$ cat config.mk
export PLATFORM = sky130hd
export DESIGN_NAME = maptables_ckpt
export DESIGN_NICKNAME = d
export VERILOG_FILES = /design/src/rtl/maptables_pkg.sv /design/src/rtl/map_ckpt_ring.sv /design/src/rtl/maptables_ckpt.sv
export SDC_FILE = /design/constraint.sdc
export NUM_CORES = 2
export LEC_CHECK = 0
export CORE_ASPECT_RATIO = 0.75
export CORE_MARGIN = 4
export CORE_UTILIZATION = 48
export DETAILED_ROUTE_END_ITERATION = 12
export PLACE_DENSITY = 0.77
export SLEW_MARGIN = 20
export SYNTH_ARGS = -nofsm -noshare
export SYNTH_HDL_FRONTEND = slang
export SYNTH_SLANG_ARGS = --single-unit
$ cat constraint.sdc
create_clock -name clock -period 8.1 [get_ports clock]
set_clock_uncertainty 0.2 [all_clocks]
set_input_delay 1.62 -clock clock [delete_from_list [all_inputs] [get_ports clock]]
set_output_delay 1.62 -clock clock [all_outputs]
set_load 0.02 [all_outputs]
$ cat src/rtl/maptables_pkg.sv
// maptables_pkg: widths, map entry types and CDB wake-up helpers
// shared by the rename map and its checkpoint ring.
package maptables_pkg;

  localparam int ARCH_REGS   = 32;
  localparam int SCALAR      = 2;
  localparam int PRF_ENTRIES = 64;
  localparam int CKPT_DEPTH  = 4;

  localparam int AREG_W   = $clog2(ARCH_REGS);
  localparam int PTAG_W   = $clog2(PRF_ENTRIES);
  localparam int CKPT_W   = $clog2(CKPT_DEPTH);
  localparam int SLOT_W   = (SCALAR > 1) ? $clog2(SCALAR) : 1;
  localparam int RD_PORTS = 2 * SCALAR;

  typedef struct packed {
    logic [PTAG_W-1:0] tag;
    logic              ready;
  } map_entry_t;

  typedef map_entry_t [ARCH_REGS-1:0] map_table_t;

  function automatic logic cdb_hit(
    input logic [PTAG_W-1:0]             tag,
    input logic [SCALAR-1:0]             v,
    input logic [SCALAR-1:0][PTAG_W-1:0] t
  );
    logic hit;
    hit = 1'b0;
    for (int j = 0; j < SCALAR; j++)
      hit = hit | (v[j] && (t[j] == tag));
    return hit;
  endfunction

  function automatic map_table_t cdb_wake(
    input map_table_t                    m,
    input logic [SCALAR-1:0]             v,
    input logic [SCALAR-1:0][PTAG_W-1:0] t
  );
    map_table_t r;
    r = m;
    for (int i = 0; i < ARCH_REGS; i++)
      if (cdb_hit(m[i].tag, v, t))
        r[i].ready = 1'b1;
    return r;
  endfunction

endpackage

$ cat src/rtl/map_ckpt_ring.sv
// map_ckpt_ring: ring of RAT snapshots with head/tail/count,
// per-branch restore and CDB wake-up of stored entries.
module map_ckpt_ring
  import maptables_pkg::*;
(
  input  logic                            clock,
  input  logic                            reset,
  input  logic                            rollback,
  input  logic                            ckpt_take,
  input  map_table_t                      ckpt_snap,
  input  logic                            ckpt_restore,
  input  logic [CKPT_W-1:0]               ckpt_rs_id,
  input  logic                            ckpt_release,
  input  logic [SCALAR-1:0]               cdb_valid,
  input  logic [SCALAR-1:0][PTAG_W-1:0]   cdb_tag,
  output map_table_t                      rs_snap,
  output logic [CKPT_W-1:0]               tail_id,
  output logic                            full,
  output logic                            empty
);

  localparam int CNT_W = CKPT_W + 1;

  logic [CKPT_W-1:0] head, head_n;
  logic [CKPT_W-1:0] tail, tail_n;
  logic [CKPT_W-1:0] diff;
  logic [CKPT_W-1:0] rs_off;
  logic [CNT_W-1:0]  count, count_n;
  logic              do_take;
  logic              do_rel;
  map_table_t        ring [CKPT_DEPTH];

  assign full    = (count == CNT_W'(CKPT_DEPTH));
  assign empty   = (count == '0);
  assign tail_id = tail;
  assign rs_snap = ring[ckpt_rs_id];
  assign rs_off  = ckpt_rs_id - head;

  assign do_rel  = ckpt_release && !empty && !rollback;
  assign do_take = ckpt_take && !full && !rollback
                && !ckpt_restore;

  always_comb begin
    head_n  = head;
    tail_n  = tail;
    count_n = count;
    diff    = '0;
    if (rollback) begin
      head_n  = '0;
      tail_n  = '0;
      count_n = '0;
    end else begin
      if (do_rel)
        head_n = head + 1'b1;
      if (ckpt_restore) begin
        tail_n = ckpt_rs_id + 1'b1;
        diff   = tail_n - head_n;
        // equal pointers on a live ring means it is still full
        if (diff != '0)
          count_n = CNT_W'(diff);
        else
          count_n = empty ? '0 : CNT_W'(CKPT_DEPTH);
      end else begin
        if (do_take)
          tail_n = tail + 1'b1;
        count_n = count + CNT_W'(do_take) - CNT_W'(do_rel);
      end
    end
  end

  always_ff @(posedge clock or negedge reset) begin
    if (!reset) begin
      head  <= '0;
      tail  <= '0;
      count <= '0;
    end else begin
      head  <= head_n;
      tail  <= tail_n;
      count <= count_n;
    end
  end

  always_ff @(posedge clock) begin
    for (int i = 0; i < CKPT_DEPTH; i++)
      ring[i] <= cdb_wake(ring[i], cdb_valid, cdb_tag);
    if (do_take)
      ring[tail] <= ckpt_snap;
  end

  a_rs_live: assert property (
    @(posedge clock) disable iff (!reset)
    (ckpt_restore && !rollback) |->
      (CNT_W'(rs_off) < count)
      && !(ckpt_release && ckpt_rs_id == head)
  );

endmodule

$ cat src/rtl/maptables_ckpt.sv
// maptables_ckpt: N-way rename map (RAT/RRAT) with branch checkpoints.
// Define MT_CDB_BYPASS_EN to let rd_ready see this cycle's CDB.
module maptables_ckpt
  import maptables_pkg::*;
(
  input  logic                            clock,
  input  logic                            reset,
  input  logic [RD_PORTS-1:0][AREG_W-1:0] rd_addr,
  output logic [RD_PORTS-1:0][PTAG_W-1:0] rd_tag,
  output logic [RD_PORTS-1:0]             rd_ready,
  input  logic [SCALAR-1:0]               wr_en,
  input  logic [SCALAR-1:0][AREG_W-1:0]   wr_addr,
  input  logic [SCALAR-1:0][PTAG_W-1:0]   wr_tag,
  input  logic [SCALAR-1:0]               cdb_valid,
  input  logic [SCALAR-1:0][PTAG_W-1:0]   cdb_tag,
  input  logic [SCALAR-1:0]               ret_en,
  input  logic [SCALAR-1:0][AREG_W-1:0]   ret_addr,
  input  logic [SCALAR-1:0][PTAG_W-1:0]   ret_tag,
  input  logic                            rollback,
  input  logic                            ckpt_take,
  input  logic [SLOT_W-1:0]               ckpt_slot,
  output logic [CKPT_W-1:0]               ckpt_id,
  input  logic                            ckpt_restore,
  input  logic [CKPT_W-1:0]               ckpt_rs_id,
  input  logic                            ckpt_release,
  output logic                            ckpt_full,
  output logic                            ckpt_empty
);

  map_table_t rat, rat_n, rat_cdb, rat_wr;
  map_table_t snap, rs_snap;
  logic [ARCH_REGS-1:0][PTAG_W-1:0] rrat, rrat_n;

  always_comb begin
    rrat_n = rrat;
    for (int j = 0; j < SCALAR; j++)
      if (ret_en[j] && ret_addr[j] != '0)
        rrat_n[ret_addr[j]] = ret_tag[j];
  end

  assign rat_cdb = cdb_wake(rat, cdb_valid, cdb_tag);

  // snapshot sees only the slots up to and including the branch
  always_comb begin
    rat_wr = rat_cdb;
    snap   = rat_cdb;
    for (int j = 0; j < SCALAR; j++)
      if (wr_en[j] && wr_addr[j] != '0) begin
        rat_wr[wr_addr[j]].tag   = wr_tag[j];
        rat_wr[wr_addr[j]].ready = 1'b0;
        if (SLOT_W'(j) <= ckpt_slot) begin
          snap[wr_addr[j]].tag   = wr_tag[j];
          snap[wr_addr[j]].ready = 1'b0;
        end
      end
  end

  always_comb begin
    rat_n = rat_wr;
    if (rollback) begin
      for (int i = 0; i < ARCH_REGS; i++) begin
        rat_n[i].tag   = rrat_n[i];
        rat_n[i].ready = 1'b1;
      end
    end else if (ckpt_restore) begin
      rat_n = cdb_wake(rs_snap, cdb_valid, cdb_tag);
    end
  end

  always_ff @(posedge clock or negedge reset) begin
    if (!reset) begin
      for (int i = 0; i < ARCH_REGS; i++) begin
        rat[i].tag   <= PTAG_W'(i);
        rat[i].ready <= 1'b1;
        rrat[i]      <= PTAG_W'(i);
      end
    end else begin
      rat  <= rat_n;
      rrat <= rrat_n;
    end
  end

  always_comb begin
    for (int p = 0; p < RD_PORTS; p++) begin
      rd_tag[p]   = rat[rd_addr[p]].tag;
      rd_ready[p] = rat[rd_addr[p]].ready;
`ifdef MT_CDB_BYPASS_EN
      if (cdb_hit(rat[rd_addr[p]].tag, cdb_valid, cdb_tag))
        rd_ready[p] = 1'b1;
`endif
      for (int j = 0; j < SCALAR; j++)
        if (j < p / 2 && wr_en[j]
            && wr_addr[j] == rd_addr[p]) begin
          rd_tag[p]   = wr_tag[j];
          rd_ready[p] = 1'b0;
        end
      if (rd_addr[p] == '0) begin
        rd_tag[p]   = '0;
        rd_ready[p] = 1'b1;
      end
    end
  end

  map_ckpt_ring u_ring (
    .clock        (clock),
    .reset        (reset),
    .rollback     (rollback),
    .ckpt_take    (ckpt_take),
    .ckpt_snap    (snap),
    .ckpt_restore (ckpt_restore),
    .ckpt_rs_id   (ckpt_rs_id),
    .ckpt_release (ckpt_release),
    .cdb_valid    (cdb_valid),
    .cdb_tag      (cdb_tag),
    .rs_snap      (rs_snap),
    .tail_id      (ckpt_id),
    .full         (ckpt_full),
    .empty        (ckpt_empty)
  );

endmodule

==> flow_summary_export.csv <==
group,metric,value,unit
run_status,status,"completed",
floorplan,io_pins,123,
route,drtIter0Drc,14600,
sta,max_slew_margin,0.0500,
floorplan,die_w,519,um
hold_path,hold_path.class,"register to register",
floorplan,dieArea,0.203,mm2
cts,hold_buffers,0,
power,p_total,0.0216,W
synthesis,synth_area,0.0939,mm2
critical_path,setup.worst_path.start_class,"input port",
power,p_leak,35.1,nW
sta,hold_viol,0,
grt,gr-total-overflow,0,
grt,grt_pass1_vias,75600,
place,place_congestion,1.07,
cts,htree_levels,4,
layout,nFillCells,16200,
synthesis,syn-num-nets,8648,
route,first_pass_iters,10,
sta,rsz0062_at_grt,"false",
synthesis,synth_commonest_cells,"xnor2_1, xor2_1, edfxtp_1, nor2_1, mux2i_1",
cts,cts_tree,"yes",
grt,grt_use_total,0.376,
floorplan,rows,140,
route,ant_nets,0,
cts,clk_pin_slew,50,ps
critical_path,endpoint_kind,"primary output",
power,powerDensity,213,mW/mm2
critical_path,path_max_fanout,31,
place,post-dp-hpwl,259000,um
cts,cts_resized,0,
layout,synthToLayoutAreaGrowth,7.92,%
sta,worst_pin_slew,1420,ps
floorplan,die_h,391,um
synthesis,ys_types,75,
synthesis,yosysTopAreaCellShare,0.246,
synthesis,synth_area_per_cell,11.0,um2
layout,drive_gt1_frac,0.145,
synthesis,yosys.area.top_type,"edfxtp_1",
sta,drv_slew,0,
layout,stdcell_count,10900,
cts,insertion_delay,820,ps
cts,cts_root_buffer,"clkbuf_16",
grt,grt_pass1_wl,558000,um
power,ir_drop,0.248,mV
layout,final_util,0.522,
route,viasPerCell,7.40,
floorplan,start_util,0.483,
route,drc,0,
cts,cts_buffer_depth,4,
critical_path,worstPathRequired,6280,ps
synthesis,synth_flop_cell,"edfxtp_1",
sta,whs,177,ps
floorplan,core,0.194,mm2
synthesis,yosysMostFrequentCell,"xnor2_1",
sta,finalCriticalPeriod,6690,ps
cts,clock_sinks,1319,
route,wl_per_cell,36.4,um
grt,antenna_found_initial,57,
synthesis,yosys_warnings,0,
critical_path,crit_type,"input port to primary output",
layout,layout.nets,8283,
synthesis,synth_edf_count,768,
synthesis,ys_seq_area_frac,0.388,
synthesis,synth-seq-cells,1319,
critical_path,critPathArrivalTime,4870,ps
sta,fmax,149,MHz
place,io_buffers,122,
route,dr_total_vias,81000,
synthesis,synth_area_leaders,"edfxtp_1, mux4_2, xnor2_1",
synthesis,synth-async-reset-ratio,0.321,
route,finalWirelength,398000,um
place,post-place-cells,10600,
synthesis,synthCells,8549,
cts,cts_setup_buffers,0,
sta,setup_violations,0,
sta,period_share,0.826,
grt,grt_max_degree,177,
sta,fin_tns_setup,0,ps
cts,cts_inserted_buffers,142,
flow_run,max_cap_viol_count,0,
==> cell type report <==
class / count / area (um2) / area share
Multi-Input combinational cell: 6415 / 54000 / 0.533
Sequential cell: 1319 / 36500 / 0.360
Clock buffer: 199 / 4030 / 0.0398
Tap cell: 2556 / 3200 / 0.0316
Timing Repair Buffer: 285 / 2780 / 0.0274
Clock inverter: 51 / 564 / 0.00557
Antenna cell: 103 / 258 / 0.00254
Inverter: 21 / 81.3 / 0.000802
==> metal layers <==
metal,up-vias,global-route usage,part of all wire
met5,-,0.00711,0.0013
li1,30800,-,-
met4,34,0.210,0.068
met2,8350,0.503,0.39
met1,39900,0.484,0.36
met3,1911,0.196,0.18
==> cell families (layout without fill, tap and decap cells) <==
group / after synthesis / in the layout / share of synthesized area
compound gates: 1173 / 1173 / 0.0807
buf+inv: 815 / 556 / 0.0375
other cells: 0 / 103 / 0
flops: 1319 / 1319 / 0.388
mux: 1033 / 1033 / 0.174
xor+xnor: 2294 / 2294 / 0.214
simple gates: 1907 / 1907 / 0.105
fa+ha+maj: 8 / 8 / 0.00115
==> registers in the layout, indices dropped and copies added (netlist names) <==
register	count
u_ring.ring	896
rat	224
rrat	192
u_ring.count	3
u_ring.head	2
u_ring.tail_id	2
==> stage by stage <==
stage,worst slack (ps),instance area [um2]
5_1_grt,1370,101000
6_report,1410,101000
2_1_floorplan,1920,93900
3_5_place_dp,1520,96500
3_3_place_gp,1540,96500
4_1_cts,1520,101000
==> report_power, final <==
part	internal (W)	leakage [nW]	switching, W
registers	0.00822	12.9	0.00141
clock network	0.00386	2.25	0.00288
logic	0.00221	20.0	0.00303
==> worst max-delay path: stages <==
cell and delay, ps:
buf_2 690, buf_4 500, mux4_2 380, mux4_2 470, mux2i_1 510, nor2_1 100, clkdlybuf4s50_1 580
==> placed cells by master, fill, tap and decap left out, types with 16 or more instances in the layout <==
cell,n
o21a_1,111
edfxtp_1,768
nand4_1,374
xnor2_1,1181
nand2b_1,19
mux4_2,469
a221oi_1,21
nor2_1,551
o22ai_1,17
dfrtp_1,230
nand3_1,37
a31oi_1,19
buf_4,142
buf_2,22
a21oi_1,480
o21ai_0,117
diode_2,103
mux2_2,77
buf_12,30
nand2_1,278
a21o_1,28
nor2b_1,16
buf_8,17
dfstp_2,192
clkbuf_16,149
xor2_1,1113
nor4_1,442
clkinv_2,16
nor3_1,75
clkbuf_1,37
or4_1,31
dfxtp_1,128
mux2i_1,487
a211o_1,113
a211oi_1,162
clkdlybuf4s50_1,71
==> final timing paths <==
path	startpoint	endpoint	slack [ps]	cells after the start
setup / recovery	rd_addr[6]	rd_tag[8]	1410	7
max in group asynchronous	reset	rat[112]$_DFF_PN1_	5460	3
setup reg to reg	u_ring.count[2]$_DFF_PN0_	u_ring.ring[1][223]$_DFFE_PP_	4890	5
min in group asynchronous	reset	rat[6]$_DFF_PN0_	640	1
hold / removal	rrat[3]$_DFF_PN0_	rrat[3]$_DFF_PN0_	180	0
hold reg to reg	rrat[3]$_DFF_PN0_	rrat[3]$_DFF_PN0_	180	0
No activity file was read; power rests on OpenSTA's default activity.
